<file path="config.mk">
export PLATFORM = sky130hd
export DESIGN_NAME = control_sequencer
export DESIGN_NICKNAME = d
export VERILOG_FILES = /design/src/rtl/control_sequencer_pkg.sv /design/src/rtl/control_sequencer_reg_decoder.sv /design/src/rtl/control_sequencer.sv
export SDC_FILE = /design/constraint.sdc
export NUM_CORES = 1
export LEC_CHECK = 0
export CORE_UTILIZATION = 30
export DETAILED_ROUTE_END_ITERATION = 7
export PLACE_DENSITY = 0.87
export SYNTH_ARGS = -nofsm -noshare
export SYNTH_HDL_FRONTEND = slang
export SYNTH_SLANG_ARGS = --single-unit
</file>
<file path="constraint.sdc">
create_clock -name clk -period 4.7 [get_ports clk]
set_input_delay 0.94 -clock clk [delete_from_list [all_inputs] [get_ports clk]]
set_output_delay 0.94 -clock clk [all_outputs]
set_load 0.01 [all_outputs]
</file>
<file path="src/rtl/control_sequencer_pkg.sv">
// Shared types and constants for the control sequencer: FSM states, opcode
// values, instruction-register field positions and ALU select codes.
package ctrl_pkg;

  typedef enum logic [3:0] {
    IDLE = 4'd0,
    T0   = 4'd1,
    T1   = 4'd2,
    T2   = 4'd3,
    T3   = 4'd4,
    T4   = 4'd5,
    T5   = 4'd6,
    T6   = 4'd7,
    HALT = 4'd8
  } state_t;

  localparam logic [4:0] OP_MUL  = 5'b01100;
  localparam logic [4:0] OP_DIV  = 5'b01101;
  localparam logic [4:0] OP_HALT = 5'b11111;

  localparam int OPC_MSB = 31;
  localparam int OPC_LSB = 27;
  localparam int RA_MSB  = 26;
  localparam int RA_LSB  = 23;
  localparam int RB_MSB  = 22;
  localparam int RB_LSB  = 19;
  localparam int RC_MSB  = 18;
  localparam int RC_LSB  = 15;

  // ALU select is driven only in T4; everywhere else it rests at ALU_NONE.
  localparam logic [3:0] ALU_NONE = 4'b0000;

  function automatic logic [3:0] alu_code(input logic [4:0] opcode);
    return opcode[3:0];
  endfunction

endpackage

</file>
<file path="src/rtl/control_sequencer_reg_decoder.sv">
// 4-to-16 one-hot decoder with enable; used for register load and drive selects.
module reg_decoder (
  input  logic [3:0]  i_sel,
  input  logic        i_en,
  output logic [15:0] o_onehot
);

  assign o_onehot = i_en ? (16'h0001 << i_sel) : 16'h0000;

endmodule

</file>
<file path="src/rtl/control_sequencer.sv">
// Moore control sequencer: fetch (T0-T2), decode (T3), execute (T4-T6), HALT.
// Define R0_ZERO_EN to make R0 read-only (RIn[0] never asserted).
module control_sequencer
  import ctrl_pkg::*;
(
  input  logic        clk,
  input  logic        reset,
  input  logic        run,
  input  logic        MemReady,
  input  logic [31:0] IR,
  output logic [15:0] RIn,
  output logic [15:0] ROut,
  output logic        PCOut,
  output logic        PCIn,
  output logic        IncPC,
  output logic        MARIn,
  output logic        MDRIn,
  output logic        MDRead,
  output logic        MDROut,
  output logic        IRIn,
  output logic        RYIn,
  output logic        ZLowIn,
  output logic        ZHighIn,
  output logic        ZLowOut,
  output logic        ZHighOut,
  output logic        LOWIn,
  output logic        HIIn,
  output logic [3:0]  ALUcontrol,
  output logic        Halted,
  output logic        IllegalOp,
  output state_t      dbg_state
);

  state_t     r_state;
  state_t     w_next_state;
  logic       r_t1_wait;
  logic [4:0] w_opcode;
  logic [3:0] w_ra;
  logic [3:0] w_rb;
  logic [3:0] w_rc;
  logic       w_muldiv;
  logic       w_ra_writable;
  logic       w_rin_en;
  logic       w_rout_en;
  logic [3:0] w_rout_sel;
  logic       w_unused_ir;

  assign w_opcode    = IR[OPC_MSB:OPC_LSB];
  assign w_ra        = IR[RA_MSB:RA_LSB];
  assign w_rb        = IR[RB_MSB:RB_LSB];
  assign w_rc        = IR[RC_MSB:RC_LSB];
  assign w_muldiv    = (w_opcode == OP_MUL) || (w_opcode == OP_DIV);
  assign w_unused_ir = ^IR[RC_LSB-1:0];
  assign dbg_state   = r_state;

`ifdef R0_ZERO_EN
  assign w_ra_writable = (w_ra != 4'd0);
`else
  assign w_ra_writable = 1'b1;
`endif

  // r_t1_wait marks T1 cycles after the first, so PCIn fires only once per fetch.
  always_ff @(posedge clk or negedge reset) begin
    if (!reset) begin
      r_state   <= IDLE;
      r_t1_wait <= 1'b0;
    end else begin
      r_state   <= w_next_state;
      r_t1_wait <= (r_state == T1) && !MemReady;
    end
  end

  always_comb begin
    w_next_state = r_state;
    case (r_state)
      IDLE: w_next_state = run ? T0 : IDLE;
      T0:   w_next_state = T1;
      T1:   w_next_state = MemReady ? T2 : T1;
      T2:   w_next_state = T3;
      T3: begin
        if (!w_opcode[4])              w_next_state = T4;
        else if (w_opcode == OP_HALT)  w_next_state = HALT;
        else                           w_next_state = run ? T0 : IDLE;
      end
      T4:   w_next_state = T5;
      T5:   w_next_state = w_muldiv ? T6 : (run ? T0 : IDLE);
      T6:   w_next_state = run ? T0 : IDLE;
      HALT: w_next_state = HALT;
      default: w_next_state = IDLE;
    endcase
  end

  always_comb begin
    PCOut      = 1'b0;
    PCIn       = 1'b0;
    IncPC      = 1'b0;
    MARIn      = 1'b0;
    MDRIn      = 1'b0;
    MDRead     = 1'b0;
    MDROut     = 1'b0;
    IRIn       = 1'b0;
    RYIn       = 1'b0;
    ZLowIn     = 1'b0;
    ZHighIn    = 1'b0;
    ZLowOut    = 1'b0;
    ZHighOut   = 1'b0;
    LOWIn      = 1'b0;
    HIIn       = 1'b0;
    ALUcontrol = ALU_NONE;
    Halted     = 1'b0;
    IllegalOp  = 1'b0;
    w_rin_en   = 1'b0;
    w_rout_en  = 1'b0;
    w_rout_sel = w_rb;
    case (r_state)
      T0: begin
        PCOut  = 1'b1;
        MARIn  = 1'b1;
        IncPC  = 1'b1;
        ZLowIn = 1'b1;
      end
      T1: begin
        ZLowOut = 1'b1;
        PCIn    = !r_t1_wait;
        MDRead  = 1'b1;
        MDRIn   = 1'b1;
      end
      T2: begin
        MDROut = 1'b1;
        IRIn   = 1'b1;
      end
      T3: begin
        if (!w_opcode[4]) begin
          w_rout_en = 1'b1;
          RYIn      = 1'b1;
        end else if (w_opcode != OP_HALT) begin
          IllegalOp = 1'b1;
        end
      end
      T4: begin
        w_rout_en  = 1'b1;
        w_rout_sel = w_rc;
        ALUcontrol = alu_code(w_opcode);
        ZLowIn     = 1'b1;
        ZHighIn    = 1'b1;
      end
      T5: begin
        ZLowOut = 1'b1;
        if (w_muldiv) LOWIn = 1'b1;
        else          w_rin_en = w_ra_writable;
      end
      T6: begin
        ZHighOut = 1'b1;
        HIIn     = 1'b1;
      end
      HALT: Halted = 1'b1;
      default: ;
    endcase
  end

  reg_decoder u_rin_dec (
    .i_sel    (w_ra),
    .i_en     (w_rin_en),
    .o_onehot (RIn)
  );

  reg_decoder u_rout_dec (
    .i_sel    (w_rout_sel),
    .i_en     (w_rout_en),
    .o_onehot (ROut)
  );

endmodule

</file>
## Word level (Yosys, flattened, before mapping)

Index checks and enable logic that the tools add are counted.

- Memories: 0
- Bits in latches: 0
- Input port bits: 36
- Output and inout port bits: 57
- Register bits after elaboration: 5
- Bits in read-only memories: 0
- RAM bits: 0
- Logic and storage cells: 53

- Bitwise gates (word level): 0
- Equality and inequality tests: 12
- Div/mod/pow operators: 0
- Magnitude comparators: 0
- Multipliers: 0
- Shift operators: 2
- $add $sub $neg: 0
- Reductions and logical operators: 8
- Muxes and demuxes: 29

Operator list:

| cell | count |
|---|---|
| two-way mux 16 bit | 2 |
| case mux 4 bit (8 select lines) | 1 |
| left shift 1 x 4 -> 16 bit, first input constant | 2 |
| two-way mux 1 bit | 20 |
| two-way mux 4 bit | 5 |
| equality test 4 x 3 -> 1 bit, second input constant | 4 |
| equality test 5 x 4 -> 1 bit, second input constant | 2 |
| equality test 4 x 2 -> 1 bit, second input constant | 2 |
| OR reduction 2 bit | 3 |
| equality test 5 bit, second input constant | 1 |
| != test 5 bit, second input constant | 1 |
| equality test 4 x 1 -> 1 bit, second input constant | 1 |
| equality test 4 bit, second input constant | 1 |
| zero test 4 bit | 1 |
| zero test 1 bit | 2 |
| case mux 1 bit (2 select lines) | 1 |
| logical AND 1 bit | 1 |
| logical OR 1 bit | 1 |

## Logic depth before layout (Yosys ltp)

- Depth after elaboration: 5
- Depth in mapped cells: 5
- Gate-level depth less buffers: 3

## By module

A second synthesis with hierarchy kept.

- Cells, all modules: 113
- Area total of the unflattened synthesis: 829.5 um^2

By module, submodules not included:

| module | cells each | seq. area each (um^2) | times used | area an instance (um^2) |
|---|---|---|---|---|
| control_sequencer | 67 | 125.1 | 1 | 589.3 |
| reg_decoder | 23 | 0.0 | 2 | 120.1 |

## Worst setup path before layout

Ideal clock, no wire load.

- Path kind: input -> output
- From: input IR[31]
- To: output ROut[0]
- Stages on the path: 3
- Setup slack: 1.849 ns
- Data arrival time: 1.911 ns
- Cell sequence: a211o_1 > buf_6 > nor4_1

- Longest elaborated chain between the ends: 3

RTL lines:

| what | RTL line | text |
|---|---|---|
| start: declaration | control_sequencer.sv:10 | `input logic [31:0] IR,` |
| two-way mux 1 bit | control_sequencer.sv:133 | `if (!w_opcode[4]) begin` |
| case mux 1 bit (2 select lines) | control_sequencer.sv:115 | `case (r_state)` |
| two-way mux 16 bit | control_sequencer_reg_decoder.sv:8 | `assign o_onehot = i_en ? (16'h0001 << i_sel) : 16'h0000;` |
| end: declaration | control_sequencer.sv:12 | `output logic [15:0] ROut,` |

No other way between the ends.

## Worst setup path in the final report

- From: input IR[31]
- To: output ROut[1]

Same word-level chain as after synthesis.

==> impl_metrics.json <==
{
  "outcome": "finished, final reports clean",
  "vias_per_cell": 5.28,
  "yosysUniqueCellTypes": 35,
  "multi_input_area_um2": 614,
  "vdd_drop_max_mv": 0.309,
  "synthFlopType": "dfrtp_1",
  "gr-total-overflow": 0,
  "grt_antenna_before_repair": 0,
  "required_ns": 3.76,
  "die_area_um2": 2980,
  "maxCapViolCount": 0,
  "regArea_um2": 125,
  "hold_end": "dbg_state[1]",
  "syn_nets": 151,
  "die_w_um": 54.6,
  "first_pass_iters": 4,
  "critPathSlowestCell": "clkdlybuf4s50_1",
  "cts_hold_buf": 0,
  "skew_ns": 0.00199,
  "dp_hpwl_mm": 2.28,
  "dr.first_iter.drc_count": 13,
  "yosys.area.top_type": "dfrtp_1",
  "yosysWarnings": 0,
  "cp_top_family": "buffers and inverters",
  "finalMaxSlewViolations": 0,
  "ys_seq_area_share_pct": 15.1,
  "ys_ff_latch": 5,
  "p_leak_nw": 0.532,
  "r2r_cells": 3,
  "antenna_left": 0,
  "route.detailed.drc": 0,
  "antenna_cells": 0,
  "synth_most_common_cell": "nor2_1",
  "timing.final.hold_violations": 0,
  "cts_max_level": 1,
  "pwr_density_cell_nw_per_um2": 307,
  "syn_area_per_cell_um2": 7.21,
  "initial_utilization_pct": 32.6,
  "worstPathArrival_ns": 2.96,
  "ctsResizeCount": 0,
  "p_sw_mw": 0.211,
  "hp-class": "reg2reg",
  "drt_wl_total_mm": 2.90,
  "tns_ns": 0,
  "max_freq_mhz": 257,
  "path_buf_inv": 2,
  "period_share_pct": 82.9,
  "cts_buffers": 3,
  "finalSetupViolCount": 0,
  "avgRoutedWirePerCell_um": 13.5,
  "crit_path_start_kind": "input pin",
  "clock-root-buffer": "clkbuf_4",
  "gp_congestion": 0.753,
  "cts.sinks": 5,
  "track_usage_pct": 20.4,
  "cpPeakStageDelay_ns": 0.60,
  "clkLatencyLatePin_ns": 0.24,
  "cp_max_fo": 17,
  "std_cell_rows": 18,
  "die_h_um": 54.6,
  "synthCells": 115,
  "synth_top_area_share_pct": 15.1,
  "vias": 1130,
  "grt_pass1_vias": 1027,
  "crit_chain": "clkdlybuf4s50_1 -> a211o_1 -> nor4_1 -> clkdlybuf4s50_1",
  "pwr-share-clk_pct": 10.5,
  "nNetsFinal": 221,
  "fillerInstances": 240,
  "grt_max_degree": 18,
  "rsz0062_at_grt": "false",
  "cts_buffer_depth": 2,
  "worst-path-stages": 4,
  "r2r-end": "dbg_state[2]",
  "r2r_slack_ns": 2.94,
  "switching_share_pct": 43.5,
  "tightest_slew_ns": 0.616,
  "min_from": "dbg_state[3]",
  "p_int_mw": 0.274,
  "num_io_pins": 93,
  "hold_depth": 1,
  "p_comb_share_pct": 68.9,
  "portBuffers": 77,
  "netlist_area_um2": 830,
  "post-cts-setup-buffers": 0,
  "layout-drive-gt1-share_pct": 5.43,
  "yosys-top-cells-area": "dfrtp_1 (15%), nor4_1 (14%), nor2_1 (9.0%)",
  "fin_cells": 214,
  "cts_tree": "done",
  "core_um2": 2540,
  "synthArstFlopShare_pct": 100,
  "crit_type": "in2out",
  "final_core_util_pct": 62.1,
  "synth_edf_count": 0,
  "period_minus_slack_ns": 3.90,
  "grt_pass1_wl_mm": 4.51,
  "cp-end-kind": "output pin",
  "path_clk_slew_ns": 0.04,
  "relSlewSlack_pct": 57.8,
  "ys_top_cells_by_count": "nor2_1 (20), nor4_1 (18), nor3_1 (8)",
  "area_delta_synth_final_pct": 90.6,
  "p_seq_share_pct": 20.7,
  "crit_top_cell": "clkdlybuf4s50_1",
  "r2r-start": "dbg_state[3]",
  "dp.cells": 210
}
==> cells by family after synthesis <==
group                  synth area share [%]
flip-flops                             15.1
buffers and inverters                  10.9
AO/OA/AOI/OAI                          6.94
multiplexers                           10.6
AND/OR/NAND/NOR                        56.6
==> layer usage <==
metal  wire (µm)  vias up  global-route usage [%]
met2        1500       57                    38.6
met4           8        0                    5.13
met3         287        2                    5.56
met1        1100      510                    21.8
li1            -      561                       -
met5           0        -                       0
==> power by group through the flow <==
stage,clock [mW],sequential [mW],combinational (mW)
6_report,0.0508,0.100,0.334
5_1_grt,0.0559,0.106,0.367
4_1_cts,0.0522,0.0994,0.336
3_5_place_dp,0,0.100,0.334
3_3_place_gp,0,0.0996,0.326
2_1_floorplan,0,0.0769,0.217
==> worst register-to-register path: cells and delay by family, from the launching register on <==
| family | cells | cell delay [ns] |
|---|---|---|
| AND/OR/NAND/NOR | 2 | 0.64 |
| flip-flops | 1 | 0.56 |
| AO/OA/AOI/OAI | 1 | 0.43 |
==> final cells by class <==
cell class                      count  area share, %
Multi-Input combinational cell     96           38.8
Tap cell                           30           2.37
Sequential cell                     5           7.91
Timing Repair Buffer               77           48.7
Clock buffer                        4           1.66
Inverter                            2          0.475
==> worst max-delay path by stage <==
stage,start,end,slack (ns)
3_5_place_dp,IR[31],ROut[1],0.83
3_3_place_gp,IR[31],ROut[13],0.88
5_1_grt,IR[31],ROut[5],0.69
4_1_cts,IR[31],ROut[1],0.80
6_report,IR[31],ROut[1],0.80
2_1_floorplan,IR[31],ROut[0],1.85
==> sequential cells by signal, indices dropped and copies added, names as in the netlist <==
register,count
r_t1_wait,1
dbg_state,4
==> stage by stage <==
step / hold WS [ns] / setup slack, ns / instance area [µm²] / power [mW]
final: 0.691 / 0.803 / 1580 / 0.485
after global routing: 0.751 / 0.694 / 1580 / 0.529
after CTS: 0.697 / 0.804 / 1580 / 0.487
after detailed placement: 0.694 / 0.831 / 1560 / 0.434
after global placement: 0.670 / 0.880 / 1560 / 0.425
after floorplan: 0.644 / 1.85 / 830 / 0.294
==> cells in the final DEF (no fill, tap or decap), types with 2 or more instances in the layout <==
| master | Yosys | layout |
|---|---|---|
| mux2_2 | 2 | 2 |
| nand2b_1 | 5 | 5 |
| and2_1 | 5 | 5 |
| nor4_1 | 18 | 18 |
| nand4b_1 | 2 | 2 |
| nor3_1 | 8 | 8 |
| dfrtp_1 | 5 | 5 |
| clkdlybuf4s50_1 | 0 | 77 |
| or3b_1 | 2 | 2 |
| nor2_1 | 20 | 20 |
| nor2b_1 | 6 | 6 |
| a21oi_1 | 2 | 2 |
| mux2i_1 | 5 | 5 |
| nand2_1 | 4 | 4 |
| clkbuf_4 | 0 | 3 |
No activity file was read; power rests on OpenSTA's default activity.
